File: src/rtl/sext_unit_if.sv
// Handshake and data bundle for sext_unit: producer-side (master) and unit-side (slave) views.
// The shamt field only exists when SEXT_SHIFT_EN is defined.
interface sext_unit_if #(
    parameter int IN_W  = 16,
    parameter int OUT_W = 32
);
    logic [IN_W-1:0]  in_data;
    logic             in_signed;
    logic             in_valid;
    logic             in_ready;
    logic [OUT_W-1:0] out_data;
    logic             out_valid;
    logic             out_ready;
    logic [OUT_W-1:0] comb_out;
`ifdef SEXT_SHIFT_EN
    logic [$clog2(OUT_W)-1:0] shamt;
`endif

    modport master (
        output in_data, in_signed, in_valid, out_ready,
`ifdef SEXT_SHIFT_EN
        output shamt,
`endif
        input  in_ready, out_data, out_valid, comb_out
    );

    modport slave (
        input  in_data, in_signed, in_valid, out_ready,
`ifdef SEXT_SHIFT_EN
        input  shamt,
`endif
        output in_ready, out_data, out_valid, comb_out
    );
endinterface

File: src/rtl/sext_unit.sv
// Sign/zero extension unit: combinational sign-extend path plus a one-deep registered
// valid/ready path. Defining SEXT_SHIFT_EN adds a left shift (shamt) on the registered result.
module sext_unit #(
    parameter int IN_W  = 16,
    parameter int OUT_W = 32
) (
    input logic      clk,
    input logic      rst_n,
    sext_unit_if.slave bus
);
    localparam int SH_W = $clog2(OUT_W);

    logic [SH_W-1:0]  shamt;
    logic [OUT_W-1:0] ext_signed;
    logic [OUT_W-1:0] ext_unsigned;
    logic [OUT_W-1:0] ext_result;
    logic             in_ready;
    logic             accept;
    logic             consume;
    logic [OUT_W-1:0] out_data_d, out_data_q;
    logic             out_valid_d, out_valid_q;

`ifdef SEXT_SHIFT_EN
    assign shamt = bus.shamt;
`else
    assign shamt = '0;
`endif

    // Size casts extend by the operand's signedness and stay legal when IN_W == OUT_W.
    always_comb begin
        ext_signed   = OUT_W'($signed(bus.in_data));
        ext_unsigned = OUT_W'(bus.in_data);
        ext_result   = (bus.in_signed ? ext_signed : ext_unsigned) << shamt;
    end

    assign bus.comb_out = ext_signed;

    always_comb begin
        in_ready    = !out_valid_q || bus.out_ready;
        accept      = bus.in_valid && in_ready;
        consume     = out_valid_q && bus.out_ready;
        out_data_d  = out_data_q;
        out_valid_d = out_valid_q;
        if (accept) begin
            out_data_d  = ext_result;
            out_valid_d = 1'b1;
        end else if (consume) begin
            out_valid_d = 1'b0;
        end
    end

    always_ff @(posedge clk or negedge rst_n) begin
        if (!rst_n) begin
            out_data_q  <= '0;
            out_valid_q <= 1'b0;
        end else begin
            out_data_q  <= out_data_d;
            out_valid_q <= out_valid_d;
        end
    end

    assign bus.in_ready  = in_ready;
    assign bus.out_data  = out_data_q;
    assign bus.out_valid = out_valid_q;
endmodule

File: src/flat_wrapper.sv
// flat-port wrapper written by rule: the top's interface ports become plain ports
module sext_unit_flat 
#(
    parameter int IN_W  = 16,
    parameter int OUT_W = 32
)
  (clk, rst_n, bus_in_data, bus_in_signed, bus_in_valid, bus_out_ready, bus_in_ready, bus_out_data, bus_out_valid, bus_comb_out);
  sext_unit_if #(.IN_W(IN_W), .OUT_W(OUT_W)) bus_i ();
  input logic clk;
  input logic rst_n;
  input wire logic [$bits(bus_i.in_data)-1:0] bus_in_data;
  input wire logic [$bits(bus_i.in_signed)-1:0] bus_in_signed;
  input wire logic [$bits(bus_i.in_valid)-1:0] bus_in_valid;
  input wire logic [$bits(bus_i.out_ready)-1:0] bus_out_ready;
  output wire logic [$bits(bus_i.in_ready)-1:0] bus_in_ready;
  output wire logic [$bits(bus_i.out_data)-1:0] bus_out_data;
  output wire logic [$bits(bus_i.out_valid)-1:0] bus_out_valid;
  output wire logic [$bits(bus_i.comb_out)-1:0] bus_comb_out;
  assign bus_i.in_data = bus_in_data;
  assign bus_i.in_signed = bus_in_signed;
  assign bus_i.in_valid = bus_in_valid;
  assign bus_i.out_ready = bus_out_ready;
  assign bus_in_ready = bus_i.in_ready;
  assign bus_out_data = bus_i.out_data;
  assign bus_out_valid = bus_i.out_valid;
  assign bus_comb_out = bus_i.comb_out;
  sext_unit #(.IN_W(IN_W), .OUT_W(OUT_W)) u_core (.clk(clk), .rst_n(rst_n), .bus(bus_i));
endmodule
File: config.mk
export PLATFORM = sky130hd
export DESIGN_NAME = sext_unit_flat
export DESIGN_NICKNAME = d
export VERILOG_FILES = /design/src/rtl/sext_unit_if.sv /design/src/rtl/sext_unit.sv /design/src/flat_wrapper.sv
export SDC_FILE = /design/constraint.sdc
export NUM_CORES = 1
export LEC_CHECK = 0
export CAP_MARGIN = 20
export CORE_MARGIN = 3
export CORE_UTILIZATION = 33
export DETAILED_ROUTE_END_ITERATION = 16
export HOLD_SLACK_MARGIN = 0.06
export MAX_ROUTING_LAYER = met4
export PLACE_DENSITY_LB_ADDON = 0.12
export SYNTH_ARGS = -nofsm -noshare
export SYNTH_HDL_FRONTEND = slang
export SYNTH_SLANG_ARGS = --single-unit
export TNS_END_PERCENT = 30
File: constraint.sdc
create_clock -name clk -period 1.3 [get_ports clk]
set_input_delay 0.325 -clock clk [delete_from_list [all_inputs] [get_ports clk]]
set_output_delay 0.325 -clock clk [all_outputs]
set_load 0.05 [all_outputs]
==> impl_metrics.ini <==
[timing]
tightest_slew_ns = 0.256
period_needed_ns = 1.39
clock_skew_ns = 0.00387
hold_ws_ns = 0.361
fmax_mhz = 721
setup_violations = 18
fin_ws_ns = -0.0870
hold_viol = 0
rsz0062_at_grt = yes
finalCritPeriodShare_pct = 107
final_max_slew_viol_count = 0
slew_headroom_pct = 82.8

[outcome]
violations = negative setup slack
status = complete, but fails checks

[cts]
cts_buffer_depth = 2
cts_tree = built
h-tree-depth = 1
cts_buffers = 3
clkSlewWorstSetupHoldPaths_ns = 0.10
clk-insertion-delay-late_ns = 0.28
clockRootBuffer = clkbuf_4
cts_sinks = 18
holdBufCountCts = 0

[floorplan]
coreArea_sq_mm = 0.00310
dieArea_sq_mm = 0.00402
die_h_um = 63.4
die_x_um = 63.4
fp-row-count = 20
ios = 87
start_util_pct = 35.0

[power_and_ir_drop]
p_sw_share_pct = 40.8
p_per_area_mw_per_mm2 = 1150
power_frac_clock_pct = 11.8
seq_power_share_pct = 25.7
ir_worst_vdd_mv = 0.680
comb_power_share_pct = 62.5
p_sw_uw = 1150
p_leak_uw = 0.00114
intPower_uw = 1670

[min_path]
holdCritPathClass = primary input to asynchronous set/reset pin

[setup_path]
crit_family = buffers and inverters
rrSetupSlack_ns = 0.06
crit_fanout = 17
path_common_cell = buf_12
worstSetupPathType = flop to primary output
regToRegStartpoint = u_core.bus.out_valid
cp_cell_sequence = buf_12 -> buf_12
endpoint_kind = primary output
critical_path_arrival_ns = 1.06
r2r_cells = 4
slowest_stage = dfrtp_2
crit_buf_inv = 2
cp-start-kind = flop
slowest_delay_ns = 0.38
critPathRequiredTime_ns = 0.98
r2r_end = u_core.bus.out_data[12]

[yosys]
synth_nets = 108
synth_cell_types = 10
yosysSeqAreaShare_pct = 41.5
synth_seq_cells = 18
syn-instance-count = 87
yosys_warnings = 0
synth_area_sq_mm = 0.00109
syn_avg_cell_area_sq_um = 12.5

[global_route]
grt-ovfl-total = 0
grt_pass1_vias = 815
grt.total_usage_pct = 14.0
grt_max_degree = 19
antenna_found_initial = 0
grt_pass1_wl_mm = 4.24

[route]
postRouteWirelength_mm = 2.81
drt-vias-per-instance = 4.03
drt_drc_violations_left = 0
detail_route.wl_per_cell_um = 15.3
first_iter_violations = 36
first_pass_iters = 4
ant_nets = 0
vias = 738

[cells_and_area]
final_layout_size_suffix_gt1_share_pct = 73.4
layout_commonest_cell = buf_12
diodes = 0
layout_common_cells = buf_12, dlygate4sd2_1, dfrtp_1
finalNonFillerCells = 183
areaGrowthSynthToFinish_pct = 125
fin_nets = 161

[placed_design]
hpwlAfterDp_mm = 2.32
dpl.cell_count = 174
finalWeightedCongestion = 0.616
io_buffers = 86

[job]
maxCapViolations = 0
-- sequential cells by signal (all words and copies together), names as in the netlist --
name	count
u_core.bus.out_data	17
u_core.bus.out_valid	1
-- final cells by class --
type / count / area [sq um]
Multi-Input combinational cell: 21 / 272
Fill cell: 191 / 657
Clock buffer: 4 / 36.3
Sequential cell: 18 / 453
Timing Repair Buffer: 96 / 1630
Tap cell: 44 / 55.1
-- worst max path at each step --
stage	from	to	slack, ns	cells past startpoint
CTS	u_core.bus.out_data[30]	bus_out_data[24]	-0.10	2
floorplan	u_core.bus.out_valid	u_core.bus.out_data[1]	-0.12	4
finish	u_core.bus.out_data[30]	bus_out_data[24]	-0.09	2
global placement	bus_out_ready	u_core.bus.out_data[11]	-0.29	4
detailed placement	bus_out_ready	u_core.bus.out_data[12]	-0.35	4
global route	u_core.bus.out_data[30]	bus_out_data[24]	-0.14	2
-- routing by layer --
metal  GRT usage [%]  wire length, um
met1            14.8              961
met5               -                0
met3            3.03              265
met4            2.43                0
met2            26.7             1580
-- power by group through the flow --
stage / combinational, uW / sequential (uW) / clock [uW]
2_1_floorplan: 664 / 982 / 0
3_3_place_gp: 1740 / 736 / 0
3_5_place_dp: 1770 / 738 / 0
4_1_cts: 1770 / 729 / 352
5_1_grt: 1800 / 738 / 379
6_report: 1760 / 726 / 334
-- cells by family after synthesis --
kind of cell           after synthesis  share of synthesized area, %
muxes                               16                          19.7
DFF                                 18                          41.5
buffers and inverters               48                          34.3
and+or+nand+nor                      4                          3.57
AOI/OAI and AO/OA                    1                         0.922
-- cell usage after synthesis --
| cell | instances | area, sq um |
|---|---|---|
| mux2_2 | 7 | 78.8 |
| nand2b_4 | 1 | 13.8 |
| buf_12 | 1 | 20.0 |
| nand2_4 | 1 | 11.3 |
| buf_4 | 47 | 353 |
| a21bo_2 | 1 | 10.0 |
| nand4_1 | 1 | 6.26 |
| dfrtp_1 | 18 | 450 |
| mux2_4 | 9 | 135 |
| or2b_1 | 1 | 7.51 |
-- repair_timing --
item | CTS | global route
resized for setup | 22 | 1
setup buffers | 2 | 2
gates cloned | 1 | 0
endpoints found under the setup margin | 56 | 24
-- worst reg2reg max path, delay by kind of cell, from the launching register on --
family / cells / cell delay, ns
flops: 1 / 0.41
buf+inv: 1 / 0.15
mux: 1 / 0.36
simple gates: 2 / 0.22
-- metrics by stage --
step | total power (uW) | instance area (sq um) | util [%] | setup TNS (ns) | setup slack, ns
detailed placement | 2500 | 2350 | 75.9 | -10.81 | -0.350
floorplan | 1650 | 1090 | - | -1.32 | -0.125
global route | 2920 | 2450 | 78.8 | -2.32 | -0.138
CTS | 2850 | 2430 | 78.2 | -1.72 | -0.105
finish | 2820 | 2450 | 78.8 | -1.41 | -0.0870
global placement | 2480 | 2350 | 75.9 | -9.43 | -0.292
(Power assumes the default switching activity.)
